<file path="config.mk">
export PLATFORM = sky130hd
export DESIGN_NAME = reg_bank_pn
export DESIGN_NICKNAME = d
export VERILOG_FILES = /design/src/rtl/reg_bank_pn_pkg.sv /design/src/rtl/reg_bank_pn_alu.sv /design/src/rtl/reg_bank_pn.sv
export SDC_FILE = /design/constraint.sdc
export NUM_CORES = 1
export LEC_CHECK = 0
export CELL_PAD_IN_SITES_DETAIL_PLACEMENT = 0
export CELL_PAD_IN_SITES_GLOBAL_PLACEMENT = 1
export CORE_ASPECT_RATIO = 1.5
export CORE_MARGIN = 2
export CORE_UTILIZATION = 38
export CTS_BUF_LIST = sky130_fd_sc_hd__clkbuf_8 sky130_fd_sc_hd__clkbuf_16
export CTS_CLUSTER_DIAMETER = 150
export DETAILED_ROUTE_END_ITERATION = 10
export PLACE_DENSITY_LB_ADDON = 0.1
export SETUP_SLACK_MARGIN = 0.1
export SYNTH_ARGS = -nofsm -noshare
export SYNTH_HDL_FRONTEND = slang
export SYNTH_SLANG_ARGS = --single-unit
</file>
<file path="constraint.sdc">
create_clock -name clock -period 2.46 [get_ports clock]
set_input_delay 0.492 -clock clock [delete_from_list [all_inputs] [get_ports clock]]
set_output_delay 0.492 -clock clock [all_outputs]
set_load 0.005 [all_outputs]
</file>
<file path="src/rtl/reg_bank_pn_pkg.sv">
// reg_bank_pn shared definitions: opcode values and state encodings.
// Ports: none (package with RegBankPN_ macros mirrored as typed constants).
`ifndef REG_BANK_PN_DEFINES
`define REG_BANK_PN_DEFINES
`define RegBankPN_OP_NOP    4'h0
`define RegBankPN_OP_LD     4'h1
`define RegBankPN_OP_CLR    4'h2
`define RegBankPN_OP_INC    4'h3
`define RegBankPN_OP_DEC    4'h4
`define RegBankPN_OP_MOV    4'h5
`define RegBankPN_OP_CLRALL 4'h6
`define RegBankPN_OP_SWAP   4'h7
`define RegBankPN_ST_RESET  2'h0
`define RegBankPN_ST_READY  2'h1
`define RegBankPN_ST_ERROR  2'h2
`endif

package reg_bank_pn_pkg;

  typedef enum logic [1:0] {
    ST_RESET = `RegBankPN_ST_RESET,
    ST_READY = `RegBankPN_ST_READY,
    ST_ERROR = `RegBankPN_ST_ERROR
  } state_e;

  localparam logic [3:0] OP_NOP    = `RegBankPN_OP_NOP;
  localparam logic [3:0] OP_LD     = `RegBankPN_OP_LD;
  localparam logic [3:0] OP_CLR    = `RegBankPN_OP_CLR;
  localparam logic [3:0] OP_INC    = `RegBankPN_OP_INC;
  localparam logic [3:0] OP_DEC    = `RegBankPN_OP_DEC;
  localparam logic [3:0] OP_MOV    = `RegBankPN_OP_MOV;
  localparam logic [3:0] OP_CLRALL = `RegBankPN_OP_CLRALL;
  localparam logic [3:0] OP_SWAP   = `RegBankPN_OP_SWAP;

endpackage

</file>
<file path="src/rtl/reg_bank_pn_alu.sv">
// reg_bank_pn_alu: combinational increment/decrement modulo 2^DataWidth.
// Ports: a (operand), dec (1 = subtract one), y (result).
module reg_bank_pn_alu #(
  parameter int DataWidth = 8
) (
  input  logic [DataWidth-1:0] a,
  input  logic                 dec,
  output logic [DataWidth-1:0] y
);

  always_comb begin
    y = dec ? a - DataWidth'(1) : a + DataWidth'(1);
  end

endmodule

</file>
<file path="src/rtl/reg_bank_pn.sv">
// reg_bank_pn: small register bank driven by a one-cycle instruction stream.
// Ports: clock, reset (async high), inst/inst_en in; out, ready, error out.
module reg_bank_pn
  import reg_bank_pn_pkg::*;
#(
  parameter  int DataWidth = 8,
  parameter  int RegCount  = 4,
  localparam int AddrWidth = $clog2(RegCount),
  localparam int InstWidth = 4 + AddrWidth + DataWidth
) (
  input  logic                          clock,
  input  logic                          reset,
  input  logic [InstWidth-1:0]          inst,
  input  logic                          inst_en,
  output logic [RegCount*DataWidth-1:0] out,
  output logic                          ready,
  output logic                          error
);

  state_e state_q, state_d;
  logic   ready_q, ready_d;
  logic   error_q, error_d;

  logic [DataWidth-1:0] regs_q [RegCount];
  logic [DataWidth-1:0] regs_d [RegCount];

  logic [3:0]           op;
  logic [AddrWidth-1:0] dst;
  logic [AddrWidth-1:0] src;
  logic [DataWidth-1:0] imm;
  logic [DataWidth-1:0] alu_y;

  assign op  = inst[InstWidth-1 -: 4];
  assign dst = inst[DataWidth +: AddrWidth];
  assign imm = inst[DataWidth-1:0];
  // Source register index reuses the low bits of imm.
  assign src = imm[AddrWidth-1:0];

  reg_bank_pn_alu #(
    .DataWidth(DataWidth)
  ) u_alu (
    .a  (regs_q[dst]),
    .dec(op == OP_DEC),
    .y  (alu_y)
  );

  always_comb begin
    state_d = state_q;
    regs_d  = regs_q;
    case (state_q)
      ST_RESET: begin
        state_d = ST_READY;
        regs_d  = '{default: '0};
      end
      ST_READY: begin
        if (inst_en) begin
          case (op)
            OP_NOP:    ;
            OP_LD:     regs_d[dst] = imm;
            OP_CLR:    regs_d[dst] = '0;
            OP_INC,
            OP_DEC:    regs_d[dst] = alu_y;
            OP_MOV:    regs_d[dst] = regs_q[src];
            OP_CLRALL: regs_d = '{default: '0};
            // Both writes read pre-edge values, so the swap is atomic.
            OP_SWAP: begin
              regs_d[dst] = regs_q[src];
              regs_d[src] = regs_q[dst];
            end
            default: begin
              state_d = ST_ERROR;
              regs_d  = '{default: '0};
            end
          endcase
        end
      end
      ST_ERROR: regs_d = '{default: '0};
      default: begin
        state_d = ST_ERROR;
        regs_d  = '{default: '0};
      end
    endcase
    ready_d = (state_d == ST_READY);
    error_d = (state_d == ST_ERROR);
  end

  always_ff @(posedge clock or posedge reset) begin
    if (reset) begin
      state_q <= ST_RESET;
      regs_q  <= '{default: '0};
      ready_q <= 1'b0;
      error_q <= 1'b0;
    end else begin
      state_q <= state_d;
      regs_q  <= regs_d;
      ready_q <= ready_d;
      error_q <= error_d;
    end
  end

  for (genvar k = 0; k < RegCount; k++) begin : g_out
    assign out[k*DataWidth +: DataWidth] = regs_q[k];
  end

  assign ready = ready_q;
  assign error = error_q;

endmodule

</file>
## Yosys cells after proc, flatten, opt, wreduce, memory -nomap -nowiden

Cells that the tools add are included.

- Register bits after elaboration: 36
- Latch bits: 0
- RAM bits: 0
- ROM bits: 0
- Input port bits: 17
- Output and inout bits: 34
- Word-level logic and storage cells: 58
- Memories: 0

- Add/subtract/negate cells: 2
- $mul: 0
- Div/mod/pow operators: 0
- Order comparisons: 4
- Equal/unequal tests: 13
- Shift-type cells: 0
- Muxes and demuxes: 21
- Bitwise operators: 4
- Reductions and logical operators: 7

Operators with widths:

| kind | number |
|---|---|
| $pmux 32 s6 | 1 |
| $bwmux 32 | 4 |
| $mux 32 | 2 |
| $mux 8 | 7 |
| $and 32x32->32 | 1 |
| $bmux 8 s2 | 2 |
| $demux 8 s2 | 2 |
| $not 32->32 | 1 |
| $eq 4x3->1 const B | 4 |
| $add 8x1->8 const B | 1 |
| $eq 4x2->1 const B | 2 |
| $reduce_or 8->1 | 1 |
| $sub 8x1->8 const B | 1 |
| $ge 3x3->1 const B | 2 |
| $lt 3x1->1 const B | 2 |
| $not 2->3 | 2 |
| $pmux 2 s3 | 1 |
| $eq 2x1->1 const B | 2 |
| $eq 2x2->1 const B | 2 |
| $eq 4x1->1 const B | 1 |
| $logic_not 4->1 | 1 |
| $mux 2 | 2 |
| $ne 2x2->1 const B | 2 |
| $logic_and 1x1->1 | 2 |
| other kinds (3) | 3 |

## Logic depth before layout (Yosys ltp)

Gate-level depths: netlist of the first run.

- Depth after elaboration: 10
- Mapped depth: 11

## Cells and area by module

From an unflattened synthesis of the first run, not the netlist that was laid out.

- Cells, all modules: 539
- Area, all modules: 4261.6 um^2

Modules (own cells, without submodules):

| module | instances | cells an instance | area each (um^2) | sequential area each (um^2) |
|---|---|---|---|---|
| reg_bank_pn | 1 | 499 | 3963.8 | 900.9 |
| reg_bank_pn_alu | 1 | 40 | 297.8 | 0.0 |

## Worst setup path before layout of the first run

OpenSTA, ideal clock, no wires.

- Path type: input port to flip-flop
- From: in inst[8]
- To: reg regs_q, in the netlist out[11]
- Setup time: 65 ps
- Arrival time: 2879 ps
- Required time: 2395 ps
- Setup slack: -484 ps
- Stages: 10
- Cells stage by stage: buf_6 -> buf_2 -> mux4_2 -> ha_1 -> a21oi_1 -> a21boi_4 -> xnor2_1 -> o21ai_1 -> a221oi_1 -> a211o_1

- Longest elaborated chain between the ends: 10
- Elaborated cells on any way between the ends: 21
- Classes of those cells: add/sub (2); order compare (2); mux (13); bitwise (3); reduce/logical (1)

RTL lines:

| what | RTL line | RTL |
|---|---|---|
| start, declared | reg_bank_pn.sv:13 | `input logic [InstWidth-1:0] inst,` |
| $not 2->3 (not written as such) * | - |  |
| $bmux 8 s2 (tied with other cells) | reg_bank_pn.sv:42, reg_bank_pn.sv:68 |  |
| $mux 8 (not written as such) / $logic_and 1x1->1 (equally long branches) | - |  |
| $mux 8 (on tied branches) | - |  |
| $add 8x1->8 (tied with other cells) | reg_bank_pn_alu.sv:12 | `y = dec ? a - DataWidth'(1) : a + DataWidth'(1);` |
| $mux 8 (tied with other cells) | reg_bank_pn_alu.sv:12 |  |
| $bwmux 32 (tied with other cells) | reg_bank_pn.sv:62 | `OP_DEC: regs_d[dst] = alu_y;` |
| $pmux 32 s6 * | reg_bank_pn.sv:57 | `case (op)` |
| $mux 32 * | reg_bank_pn.sv:56 | `if (inst_en) begin` |
| $mux 32 * | reg_bank_pn.sv:50 | `case (state_q)` |
| end signal, assigned | reg_bank_pn.sv:95 | `regs_q <= regs_d;` |
| end, declared | reg_bank_pn.sv:24 | `logic [DataWidth-1:0] regs_q [RegCount];` |

Mark *: on every way between the ends. The rest lies on a longest branch, timed or not. The select of a mux whose other input is x is not followed.
A chain may end at the register's enable or synchronous reset.

## Worst setup path in the final report of the first run

- From: in inst[8]
- To: reg regs_q, in the netlist out[27]

The elaborated chain is that of the path after synthesis.

==> results of run 1 <==
[metrics by stage]
step | utilization | setup slack, ns | total power [mW] | instances | instance area [um2]
2_1_floorplan | - | -0.201 | 0.814 | 396 | 3480
3_3_place_gp | 0.577 | -0.758 | 1.03 | 666 | 5030
3_5_place_dp | 0.577 | -0.752 | 1.03 | 666 | 5030
4_1_cts | 0.622 | -0.0163 | 1.71 | 683 | 5430
5_1_grt | 0.641 | -0.0592 | 1.78 | 688 | 5600
6_report | 0.641 | 0.0164 | 1.73 | 688 | 5600
[how the worst max path moves through the flow]
stage | from | to | slack, ns
2_1_floorplan | inst[11] | out[4] | -0.20
3_3_place_gp | inst[8] | out[23] | -0.76
3_5_place_dp | inst[8] | out[15] | -0.75
4_1_cts | inst[8] | out[22] | -0.02
5_1_grt | inst[8] | out[4] | -0.06
6_report | inst[8] | out[27] | 0.02
[routing by layer]
metal	up-vias	global-route usage	wire length [um]
li1	1929	-	-
met1	2093	0.397	5860
met2	226	0.544	7830
met3	89	0.0571	894
met4	0	0.247	1300
met5	-	0	0
[flip-flops by register name, indices dropped and copies added (netlist names)]
name	cells
error	1
state_q	2
out	32
ready	1
[synthesized netlist by cell type (5+ instances only)]
cell type / number
nand2_1: 42
dfrtp_1: 36
a21oi_1: 35
o21ai_1: 35
a22oi_1: 19
mux4_2: 16
a32oi_1: 15
clkbuf_1: 14
o21ai_0: 14
buf_2: 13
nor2_1: 13
inv_1: 12
o211ai_1: 9
nor3_1: 8
ha_1: 6
nor2b_1: 6
a31oi_1: 5
a32o_1: 5
nand2b_1: 5
o21a_1: 5
o31ai_1: 5
[cell type report]
cell class	instances	area (um2)	share of cell area
Inverter	13	51.3	0.00917
Sequential cell	36	901	0.161
Timing Repair Buffer	205	1740	0.312
Multi-Input combinational cell	316	2610	0.467
Clock inverter	2	10.0	0.00179
Clock buffer	6	139	0.0248
Tap cell	110	138	0.0246
[repair_timing]
action,CTS,global route
resized for setup,40,37
endpoints found under the setup margin,32,27
setup buffers,9,5
pin swaps,26,43
[cells by family after synthesis]
kind of cell	share of synthesized area
buffers and inverters	0.0569
muxes	0.106
DFF	0.266
xor gates and xnor gates	0.0181
and+or+nand+nor	0.150
AOI/OAI and AO/OA	0.375
adders and majority gates	0.0281
[power by group through the flow]
stage               clock, mW  sequential, mW  combinational [mW]
detailed placement          0           0.622               0.409
global route            0.693           0.611               0.478
global placement            0           0.621               0.407
CTS                     0.672           0.611               0.430
finish                  0.662           0.611               0.456
floorplan                   0           0.621               0.192
[critical path: stages]
cell and delay, ns:
buf_6 0.07, buf_12 0.12, mux4_2 0.54, ha_4 0.26, a21oi_4 0.15, a21boi_4 0.29
buf_6 0.14, xor2_2 0.15, a21oi_1 0.09, a211oi_1 0.21, a31oi_1 0.08
==> results.cfg, run 1 <==
[run_status]
status = complete, no violations

[drt]
dr_total_vias = 4337
drtIter0Drc = 343
wire_per_inst_um = 23.1
routed_wirelength_mm = 15.9
dr.pass1.iters = 5
remaining_drc_errors = 0
ant_nets = 0
vias_per_cell = 6.30

[clocking]
cts_tree = done
clock_latency_ns = 0.29
h-tree-depth = 2
clk_path_buf_depth = 2
numCtsBuffers = 5
ctsHoldBuffers = 0
clkTransAtPathRegs_ns = 0.06
cts_root_buf = clkbuf_16
cts.sinks = 36

[yosys]
synth.avg_cell_area_um2 = 8.56
async_flop_share = 1.00
yosys-top-cells-area = dfrtp_1 27%, mux4_2 11%, a21oi_1 5.2%
syn_nets = 420
synth_ff_type = dfrtp_1
synth_top_area_frac = 0.266
ys_warn_count = 0
synth_edf_count = 0
yosysTopAreaCell = dfrtp_1
synthCells = 396
synth_seq_cells = 36
ys_types = 63
syn_area_um2 = 3390
yosysSeqAreaShare = 0.266

[sta]
slew_viol_final = 0
max_slew_margin = 0.568
fmax_ghz = 0.409
hold_violations = 0
finalSetupViolations = 0
fin_tns_setup_ns = 0
post-route-period-util = 0.993
fin_hold_ws_ns = 0.542
rsz0062_at_grt = yes
fin_skew_ns = 0.00724
worstMarginPinSlew_ns = 0.643
post-route-min-period_ns = 2.44

[worst_hold_path]
hold_depth = 1
min_from = state_q[1]
min_to = error
hold_path.class = reg2reg

[floorplanning]
die_y_um = 120
coreArea_um2 = 8720
die_width_um = 81.1
std_cell_rows = 42
io_pins = 51
die_area_um2 = 9700
start_util = 0.388

[layout]
syn2layout_area_growth_pct = 65.1
layout_common_cells = 142 x buf_4, 43 x clkdlybuf4s50_1, 40 x nand2_1
nets = 601
final_common_cell = buf_4
antenna_cells = 0
final.fill_count = 780
drive_gt1_frac = 0.420

[place]
dp_hpwl_mm = 11.9
place_congestion = 1.03
portBuffers = 50

[setup_path]
r2r_cells = 9
reg2reg_to = out[27]
worstPathMaxFanout = 6
crit_required_ns = 2.62
start_kind = input port
crit_type = in2reg
arrival_ns = 2.60
timing.rr.start = out[2]
rrSetupSlack_ns = 0.04
worst_setup_path_end_kind = flop

[pwr]
switchingPower_mw = 0.515
power_density_nw_per_um2 = 309
p_int_mw = 1.21
switching_share = 0.298
power_frac_clock = 0.383
p_comb_frac = 0.264
p_leak_nw = 2.32
ir_worst_vdd_uv = 243
power_frac_seq = 0.353

[global_route]
grt_pass1_wl_mm = 24.4
antenna_found_initial = 0
track_usage = 0.339
grt_pass1_vias = 4438
globalRouteOverflowTotal = 0
grt_max_degree = 37

[run]
drv_cap = 0
Note: power is estimated with default switching activity, not from simulation.
==> run 2, diff against run 1 <==
- CORE_UTILIZATION: 38 -> 35
==> results.cfg, run 2 (same netlist as run 1, synthesis figures left out) <==
[drt]
wire_per_inst_um = 22.9
routed_wirelength_mm = 15.6
drtIter0Drc = 333
dr.pass1.iters = 5
ant_nets = 0
remaining_drc_errors = 0
vias_per_cell = 6.24
dr_total_vias = 4268

[worst_hold_path]
hold_path.class = reg2reg
hold_depth = 2
min_to = out[16]
min_from = out[16]

[setup_path]
path_delay_family = compound AO/OA/AOI/OAI gates
cp_slowest_cell = mux4_2
worstPathMaxFanout = 5
start_kind = flop
arrival_ns = 2.57
reg2reg_to = out[19]
crit_type = reg2reg
timing.rr.start = out[25]
rrSetupSlack_ns = 0.06
worst_setup_path_end_kind = flop
path_buf_inv = 0
r2r_cells = 8
crit_required_ns = 2.63
worstPathCellList = mux4_2 > ha_1 > and2_4 > a21boi_4 > xnor2_4 > o21ai_1 > a221oi_2 > a211o_1
max_stage_delay_ns = 0.52

[place]
dpl_worst_slack_ns = -0.782
dp_hpwl_mm = 11.7
place_congestion = 1.01
dp_cells = 663
placed_cell_area_um2 = 5050
portBuffers = 50

[sta]
fin_hold_ws_ns = 0.536
fin_tns_setup_ns = 0
max_slew_margin = 0.616
fmax_ghz = 0.417
hold_violations = 0
worstMarginPinSlew_ns = 0.573
finalSetupViolations = 0
fin_ws_ns = 0.0622
rsz0062_at_grt = yes
fin_skew_ns = 0.00582
post-route-period-util = 0.975
slew_viol_final = 0
post-route-min-period_ns = 2.40

[pwr]
p_leak_nw = 2.27
power_density_nw_per_um2 = 324
total_power_mw = 1.79
ir_worst_vdd_uv = 278

[global_route]
grt_pass1_vias = 4253
track_usage = 0.294
grt_pass1_wl_mm = 23.6
grt_max_degree = 37
antenna_found_initial = 0
globalRouteOverflowTotal = 0

[layout]
final_cell_area_um2 = 5510
final.fill_count = 880
utilization = 0.579
fin_cells = 684
layout_common_cells = 132 x buf_4, 44 x clkdlybuf4s50_1, 41 x nand2_1
drive_gt1_frac = 0.395
final_common_cell = buf_4
nets = 592
antenna_cells = 0
largest_reg_flops = 32
syn2layout_area_growth_pct = 62.7

[floorplanning]
std_cell_rows = 44
io_pins = 51
die_width_um = 84.3
coreArea_um2 = 9520
die_area_um2 = 10500
die_y_um = 125
start_util = 0.356

[clocking]
clkTransAtPathRegs_ns = 0.06
clock_latency_ns = 0.29
numCtsBuffers = 5
cts_root_buf = clkbuf_16
cts_tree = done
h-tree-depth = 2
clk_path_buf_depth = 2
cts.sinks = 36

[run]
drv_cap = 0

[run_status]
status = complete, no violations
run 2: area by class of cell:
type	instances	area, um2	share of cell area
Timing Repair Buffer	196	1720	0.312
Inverter	13	50.0	0.00908
Sequential cell	36	901	0.163
Clock inverter	3	38.8	0.00703
Clock buffer	5	125	0.0227
Multi-Input combinational cell	316	2530	0.460
Tap cell	115	144	0.0261
run 2: how the worst max path moves through the flow:
| stage | start | end | slack (ns) | cells after the start |
|---|---|---|---|---|
| after floorplan | inst[11] | out[4] | -0.20 | 11 |
| after global placement | inst[8] | out[3] | -0.76 | 11 |
| after detailed placement | inst[8] | out[27] | -0.78 | 11 |
| after CTS | inst[8] | out[22] | 0.03 | 10 |
| after global routing | inst[12] | out[21] | -0.003 | 13 |
| final | out[25] | out[19] | 0.06 | 8 |
run 2: worst register-to-register path, cell delays in order (launching register included):
cell      delay (ns)
dfrtp_1         0.38
mux4_2          0.52
ha_1            0.30
and2_4          0.17
a21boi_4        0.22
xnor2_4         0.13
o21ai_1         0.20
a221oi_2        0.08
a211o_1         0.28
run 2: where the power goes:
part / leakage, nW / internal, mW / switching [mW]
clock network: 0.0850 / 0.473 / 0.266
logic: 1.69 / 0.202 / 0.237
registers: 0.493 / 0.604 / 0.00750
total: 2.27 / 1.28 / 0.511
run 2: per-layer routing:
layer  part of all wire  GRT usage
met1               0.37      0.342
met2               0.50      0.510
met3              0.059     0.0298
met4              0.069      0.181
met5                  0          0
run 2: what timing repair did:
| item | in CTS | in global routing |
|---|---|---|
| setup buffers | 10 | 4 |
| pin swaps | 19 | 29 |
| setup endpoints to repair | 32 | 24 |
| hold buffers | 0 | 0 |
| gates resized for setup | 39 | 25 |
